### config.mk
export PLATFORM = sky130hd
export DESIGN_NAME = gb_lcd_capture
export DESIGN_NICKNAME = d
export VERILOG_FILES = /design/src/rtl/gb_lcd_capture.sv
export SDC_FILE = /design/constraint.sdc
export NUM_CORES = 1
export LEC_CHECK = 0
export CAP_MARGIN = 20
export CORE_MARGIN = 2
export CORE_UTILIZATION = 45
export CTS_BUF_LIST = sky130_fd_sc_hd__clkbuf_4 sky130_fd_sc_hd__clkbuf_8
export DETAILED_ROUTE_END_ITERATION = 10
export SYNTH_ARGS = -nofsm -noshare
export SYNTH_HDL_FRONTEND = slang
export SYNTH_SLANG_ARGS = --single-unit
export TNS_END_PERCENT = 1
### constraint.sdc
create_clock -name vga_clk -period 4.8 [get_ports vga_clk]
set_clock_uncertainty 0.2 [all_clocks]
set_input_delay 0.48 -clock vga_clk [delete_from_list [all_inputs] [get_ports vga_clk]]
set_output_delay 0.48 -clock vga_clk [all_outputs]
set_load 0.02 [all_outputs]
### src/rtl/gb_lcd_capture.sv
// gb_lcd_capture: samples the asynchronous Game Boy LCD bus and emits raster-ordered framebuffer writes.
module gb_lcd_capture #(
  parameter int H_PIXELS    = 160,
  parameter int V_PIXELS    = 144,
  parameter int ADDR_WIDTH  = 15,
  parameter int SYNC_STAGES = 2
) (
  input  logic                  vga_clk,
  input  logic                  reset,
  input  logic                  gb_clk,
  input  logic                  gb_hsync,
  input  logic                  gb_vsync,
  input  logic [1:0]            gb_data,
  output logic [ADDR_WIDTH-1:0] fb_waddr,
  output logic [1:0]            fb_din,
  output logic                  fb_we,
  output logic                  frame_done,
  output logic                  locked,
  output logic                  overrun
);
  localparam int XW = $clog2(H_PIXELS + 1);
  localparam int YW = $clog2(V_PIXELS + 1);
  localparam logic [XW-1:0] X_END = XW'(H_PIXELS);
  localparam logic [YW-1:0] Y_END = YW'(V_PIXELS);
  localparam logic [ADDR_WIDTH-1:0] LINE_STEP = ADDR_WIDTH'(H_PIXELS);
  typedef enum logic {IDLE, ACTIVE} state_t;
  state_t state, state_n;
  logic [4:0] sync_q [SYNC_STAGES];
  logic [4:0] cur, prv;
  logic ev_pix, ev_hs, ev_vs;
  logic [1:0] ev_data;
  logic [XW-1:0] x, x_v, x_n;
  logic [YW-1:0] y, y_n;
  logic [ADDR_WIDTH-1:0] line_base, base_n, waddr_n;
  logic [1:0] din_n;
  logic act, hs, px, adv, pix_ok, overrun_n;
  // {clk, hsync, vsync, data} travel through one chain so data stays aligned with its clock
  always_ff @(posedge vga_clk) begin
    sync_q[0] <= {gb_clk, gb_hsync, gb_vsync, gb_data};
    for (int i = 1; i < SYNC_STAGES; i++) sync_q[i] <= sync_q[i-1];
    cur <= sync_q[SYNC_STAGES-1];
    prv <= cur;
  end
  always_ff @(posedge vga_clk) begin
    if (reset) begin
      ev_pix  <= 1'b0;
      ev_hs   <= 1'b0;
      ev_vs   <= 1'b0;
      ev_data <= '0;
    end else begin
      ev_pix  <= prv[4] & ~cur[4];
      ev_hs   <= ~prv[3] & cur[3];
      ev_vs   <= ~prv[2] & cur[2];
      ev_data <= cur[1:0];
    end
  end
  always_ff @(posedge vga_clk) begin
    if (reset) begin
      state      <= IDLE;
      x          <= '0;
      y          <= '0;
      line_base  <= '0;
      fb_waddr   <= '0;
      fb_din     <= '0;
      fb_we      <= 1'b0;
      frame_done <= 1'b0;
      locked     <= 1'b0;
      overrun    <= 1'b0;
    end else begin
      state      <= state_n;
      x          <= x_n;
      y          <= y_n;
      line_base  <= base_n;
      fb_waddr   <= waddr_n;
      fb_din     <= din_n;
      fb_we      <= pix_ok;
      frame_done <= ev_vs & act;
      locked     <= locked | ev_vs;
      overrun    <= overrun_n;
    end
  end
  // vsync wins over hsync; the pixel then sees the already-updated x/y
  always_comb begin
    act       = state == ACTIVE;
    state_n   = ev_vs ? ACTIVE : state;
    hs        = ev_hs & act & ~ev_vs;
    px        = ev_pix & act;
    adv       = hs && y < Y_END;
    x_v       = (ev_vs || hs) ? '0 : x;
    y_n       = ev_vs ? '0 : adv ? y + 1'b1 : y;
    base_n    = ev_vs ? '0 : adv ? line_base + LINE_STEP : line_base;
    pix_ok    = px && x_v < X_END && y_n < Y_END;
    x_n       = pix_ok ? x_v + 1'b1 : x_v;
    waddr_n   = pix_ok ? base_n + ADDR_WIDTH'(x_v) : fb_waddr;
    din_n     = pix_ok ? ev_data : fb_din;
    overrun_n = overrun | (hs && !adv) | (px && !pix_ok);
  end
endmodule

-- Word level (Yosys, flattened, before mapping)
Memory sizes are Yosys's and may differ from the RTL's. A register that Yosys moved wholly into a read port is not among the register bits.
Cells that the tools add are included.
- bits in registers: 63
- RAM bits: 10
- input bits: 7
- logic and storage cells: 51
- memories: 1
- add/subtract/negate cells: 4
- magnitude comparators: 3
- mux-type cells: 6
- bitwise gates (word level): 14
- reductions and logical operators: 8
- memories (memory ; depth ; bits a word ; rd ports ; clocked after Yosys merged registers in ; wr ports ; line ; text):
    sync_q ; 2 ; 5 ; 2 ; 1 ; 2 ; 28 ; logic [4:0] sync_q [SYNC_STAGES];
- operators by type and width (operator ; number):
    8-bit two-way mux ; 4
    15-bit two-way mux ; 2
    8-bit < comparator, second input constant ; 3
    8-bit by 1-bit adder with 8-bit output, second input constant ; 2
    15-bit by 8-bit adder with 15-bit output ; 1
    15-bit by 8-bit adder with 15-bit output, second input constant ; 1
    1-bit AND ; 7
    1-bit logical AND ; 5
    1-bit inverter ; 4
    1-bit bitwise OR ; 3
    1-bit zero test ; 2
    1-bit logical OR ; 1

-- Depth between registers and ports, before layout
- word-level depth: 10
- depth in mapped cells: 14
- gate-level depth less buffers: 12

-- Worst setup path before layout
Ideal clock, no wire load.
- kind: reg2reg
- from: register y[6]
- to: register fb_waddr[14]
- data arrival time: 2.919 ns
- path slack: 1.590 ns
- stages on the path, launching flop included: 13
- buffers on the path: 1
- period minus slack after synthesis: 3.210 ns
- path through: dfxtp_1 > o31a_1 > buf_6 > nor2_1 > xnor2_1 > nor2_1 > ha_1 > nor3_1 > nand2_1 > o21ai_0 > nor2_1 > a31o_2 > a311oi_1
- elaborated cells between the ends (all ways): 10
- classes of those cells: add/sub: 2; order compare: 2; mux: 4; reduce/logical: 2
- RTL lines (item ; line ; text):
    start: declaration ; 33 ; logic [YW-1:0] y, y_n;
    start signal: assignment ; 72 ; y <= y_n;
    8-bit < comparator ; 88 ; adv = hs && y < Y_END;
    1-bit logical AND ; 88 ;
    15-bit two-way mux (2 in a row) ; 91 ; base_n = ev_vs ? '0 : adv ? line_base + LINE_STEP : line_base;
    named net base_n[5] ; 34 ; logic [ADDR_WIDTH-1:0] line_base, base_n, waddr_n;
    15-bit by 8-bit adder with 15-bit output ; 94 ; waddr_n = pix_ok ? base_n + ADDR_WIDTH'(x_v) : fb_waddr;
    end signal: assignment ; 74 ; fb_waddr <= waddr_n;
    end: declaration ; 14 ; output logic [ADDR_WIDTH-1:0] fb_waddr,
The timed path passes the listed nets, and every way through them passes these cells.
A chain may end at the register's enable or synchronous reset.

-- Worst setup path in the final report
Same ends and word-level chain as after synthesis.

==> summary.md <==
| Metric | Value |
|---|---|
| Effective utilization at floorplan | `between 40 and 50%` |
| PortBufs | `27` |
| Root buf cell | `clkbuf_8` |
| Post-synth top flop | `dfxtp_1` |
| Chip width | `around 90 um` |
| Hold Crit Start | `sync_q[1][4]` |
| Final TNS setup | `0 ps` |
| CTS tree | `built` |
| Detailed Place HPWL | `5148 um` |
| Final Hold Vio Count | `0` |
| Final setup fails | `0` |
| Post-synthesis cell type count | `58` |
| EDFF count, synth | `0` |
| Vias | `2646` |
| Crit end category | `flop` |
| Worst path required time | `~4900 ps` |
| Die area | `slightly above 8000 um^2` |
| Clk slew on worst S/H paths | `80 ps` |
| Clk Latency, worst-skew pair | `350 ps` |
| Drt first pass iters | `4` |
| Leak | `1.452 nW` |
| Max Slew Vio Count | `0` |
| Post-CTS Setup Inserts | `0` |
| Htree depth | `3` |
| Routed wire per std cell | `approximately 15 um` |
| Min-Delay Path Class | `reg2reg` |
| # clock sinks | `76` |
| Slew HR | `49.26%` |
| CP dominant cell by count | `nor2_1` |
| VDD IR max | `0.2822 mV` |
| Antenna viol nets, final | `0` |
| Hold worst-path end | `cur[4]` |
| Worst stage delay on the critical path | `500 ps` |
| Sequential area share after synthesis | `45.65%` |
| Total Routed Length | `7327 um` |
| RR Endpoint | `fb_waddr[14]` |
| Ant. Diodes | `0` |
| Share of the clock period used by the worst path | `74.17%` |
| Syn. warnings | `0` |
| CP Launch Type | `flop` |
| Number of max-cap violations | `0` |
| Worst path top cell family by delay | `compound AO/OA/AOI/OAI gates` |
| Synth-to-Final Area Change | `16.48%` |
| Largest net degree at the start of global routing | `28` |
| Synthesized area | `3333 um^2` |
| # DRC | `0` |
| Top cells by area, synth | `dfxtp_1 46%, nor2_1 4.5%, xnor2_1 4.2%` |
| Worst-path maximum fanout | `12` |
| Critical path buffer and inverter count | `0` |
| First-pass GRT wire length | `12210 um` |
| Largest area contributor in the netlist | `dfxtp_1` |
| Core ar. | `7214 um^2` |
| Post-Synthesis Cells | `362` |
| Die Span Y | `around 90 um` |
| Worst Hold Path Cells | `0` |
| Register bit total from synthesis | `76` |
| WP data arrival | `3620 ps` |
| CP max-delay cell | `o21ai_0` |
| Synth async-reset ratio | `0%` |
| Final Wtd Congestion | `0.8153` |
| CTS Buf Count | `9` |
| Post-CTS Resized | `0` |
| Status | `completed` |
| Boundary Pins | `28` |
| Mean Syn Cell Area | `9.208 um^2` |
| Top-area cell type share of the netlist area | `45.65%` |
| RSZ-0062 raised after global routing | `no` |
| Max Fclk | `around 280 MHz` |
| Worst Max-Slew Pin Slew | `around 750 ps` |
| Final Critical Period | `3560 ps` |
| Post-CTS Hold Fix Bufs | `0` |
| Share of layout cells above drive strength 1 | `9.415%` |
| Worst-path cell chain | `o31a_1 > nor2_1 > xnor2_1 > nor2_1 > ha_1 > nor3_1 > nand2_1 > o21ai_0 > nor2_1 > a31o_2 > a311oi_1` |
| Total track usage | `18.59%` |
| Synthesized Nets | `381` |
| Initial DRC count | `about 100` |
| Commonest non-fill, non-tap cell in the layout | `dfxtp_1` |
| R2R depth | `11` |
| Pwr dens | `a little over 300 nW/um^2` |
| Final core utilization | `53.82%` |
| R2r setup slk | `roughly 1200 ps` |
| Longest Clk Path Bufs | `2` |
| Vias in the first global route | `2566` |
| Num rows | `31` |
| Gr ovfl total | `0` |
| Initial antenna violation count | `0` |
| Net count reported at finish | `slightly above 400` |
| Worst Setup Path Type | `reg2reg` |
| R2r startpoint | `y[6]` |
| Most frequent cells in the layout | `76 x dfxtp_1, 40 x nor2_1, 27 x a21oi_1, 27 x clkdlybuf4s50_1, 23 x nand2_1` |
| Vias/cell | `approximately 5.4` |
routing by layer:
layer  track usage, %  vias up  part of all wire [%]
met2            30.01       41                    45
li1                 -     1354                     -
met4            7.564        0                   2.3
met3            3.101       16                   2.4
met1            24.78     1235                    50
met5                0        -                     0
cell families (layout without fill, tap and decap cells):
logic type | count (synthesis) | in the layout | share of synthesized area (%)
adder cells (fa/ha/maj) | 12 | 12 | 4.730
multiplexers | 8 | 8 | 2.478
AND/OR/NAND/NOR | 142 | 142 | 22.75
AO/OA/AOI/OAI | 84 | 84 | 16.78
buffers and inverters | 23 | 54 | 3.153
XOR/XNOR | 17 | 17 | 4.467
flip-flops | 76 | 76 | 45.65
stage by stage:
stage / std cells / hold WS, ps / area [um^2] / setup WS [ps] / power [mW]
6_report: 492 / 131.2 / 3882 / 1240 / 1.185
5_1_grt: 492 / 148.7 / 3882 / 837.2 / 1.235
4_1_cts: 492 / 135.6 / 3882 / 1219 / 1.204
3_5_place_dp: 476 / 113.8 / 3679 / 1253 / 0.6991
3_3_place_gp: 476 / 110.7 / 3679 / 1376 / 0.6985
2_1_floorplan: 362 / 109.6 / 3333 / 1590 / 0.6833
sequential cells by signal, indices dropped and copies added (netlist names):
register	cells
fb_waddr	15
line_base	15
sync_q	10
x	8
y	8
cur	5
prv	3
ev_data	2
fb_din	2
act	1
ev_hs	1
ev_pix	1
ev_vs	1
fb_we	1
frame_done	1
locked	1
overrun	1
report_power, final:
group | switching, mW | total [mW] | internal, mW
Clock | 0.256 | 0.502 | 0.246
Sequential | 0.00514 | 0.647 | 0.642
Combinational | 0.0220 | 0.0360 | 0.0140
Total | 0.283 | 1.19 | 0.903
layout make-up:
| cell class | count | area (um^2) |
|---|---|---|
| clock inverter | 7 | 80.08 |
| tap | 99 | 123.9 |
| multi-input combinational | 263 | 1707 |
| fill | 679 | 3332 |
| inverter | 7 | 26.28 |
| clock buffer | 9 | 123.9 |
| sequential | 76 | 1521 |
| timing repair buffer | 31 | 300.3 |
worst max-delay path by stage:
stage,startpoint,endpoint,slack (ps),cells past startpoint
after CTS,y[6],fb_waddr[14],1220,11
after global routing,ev_vs,fb_waddr[14],840,12
after detailed placement,y[6],fb_waddr[14],1250,11
after global placement,y[6],fb_waddr[14],1380,11
final,y[6],fb_waddr[14],1240,11
after floorplan,y[6],fb_waddr[14],1590,12
synth_stat cells (all sizes together) (3+ instances only):
cell,number
nand2,23
nor4b,3
o21ai,19
ha,11
o211ai,3
buf,7
nand4b,3
dfxtp,76
a31o,4
nor3b,3
o31a,3
nor4,7
xnor2,16
and2,12
nor2,41
a21o,3
nor2b,9
clkbuf,9
a21oi,27
and3,3
a211oi,7
inv,6
nor3,12
mux2i,6
nand4,4
nand3,15
a31oi,3
No activity file was read; power rests on OpenSTA's default activity.
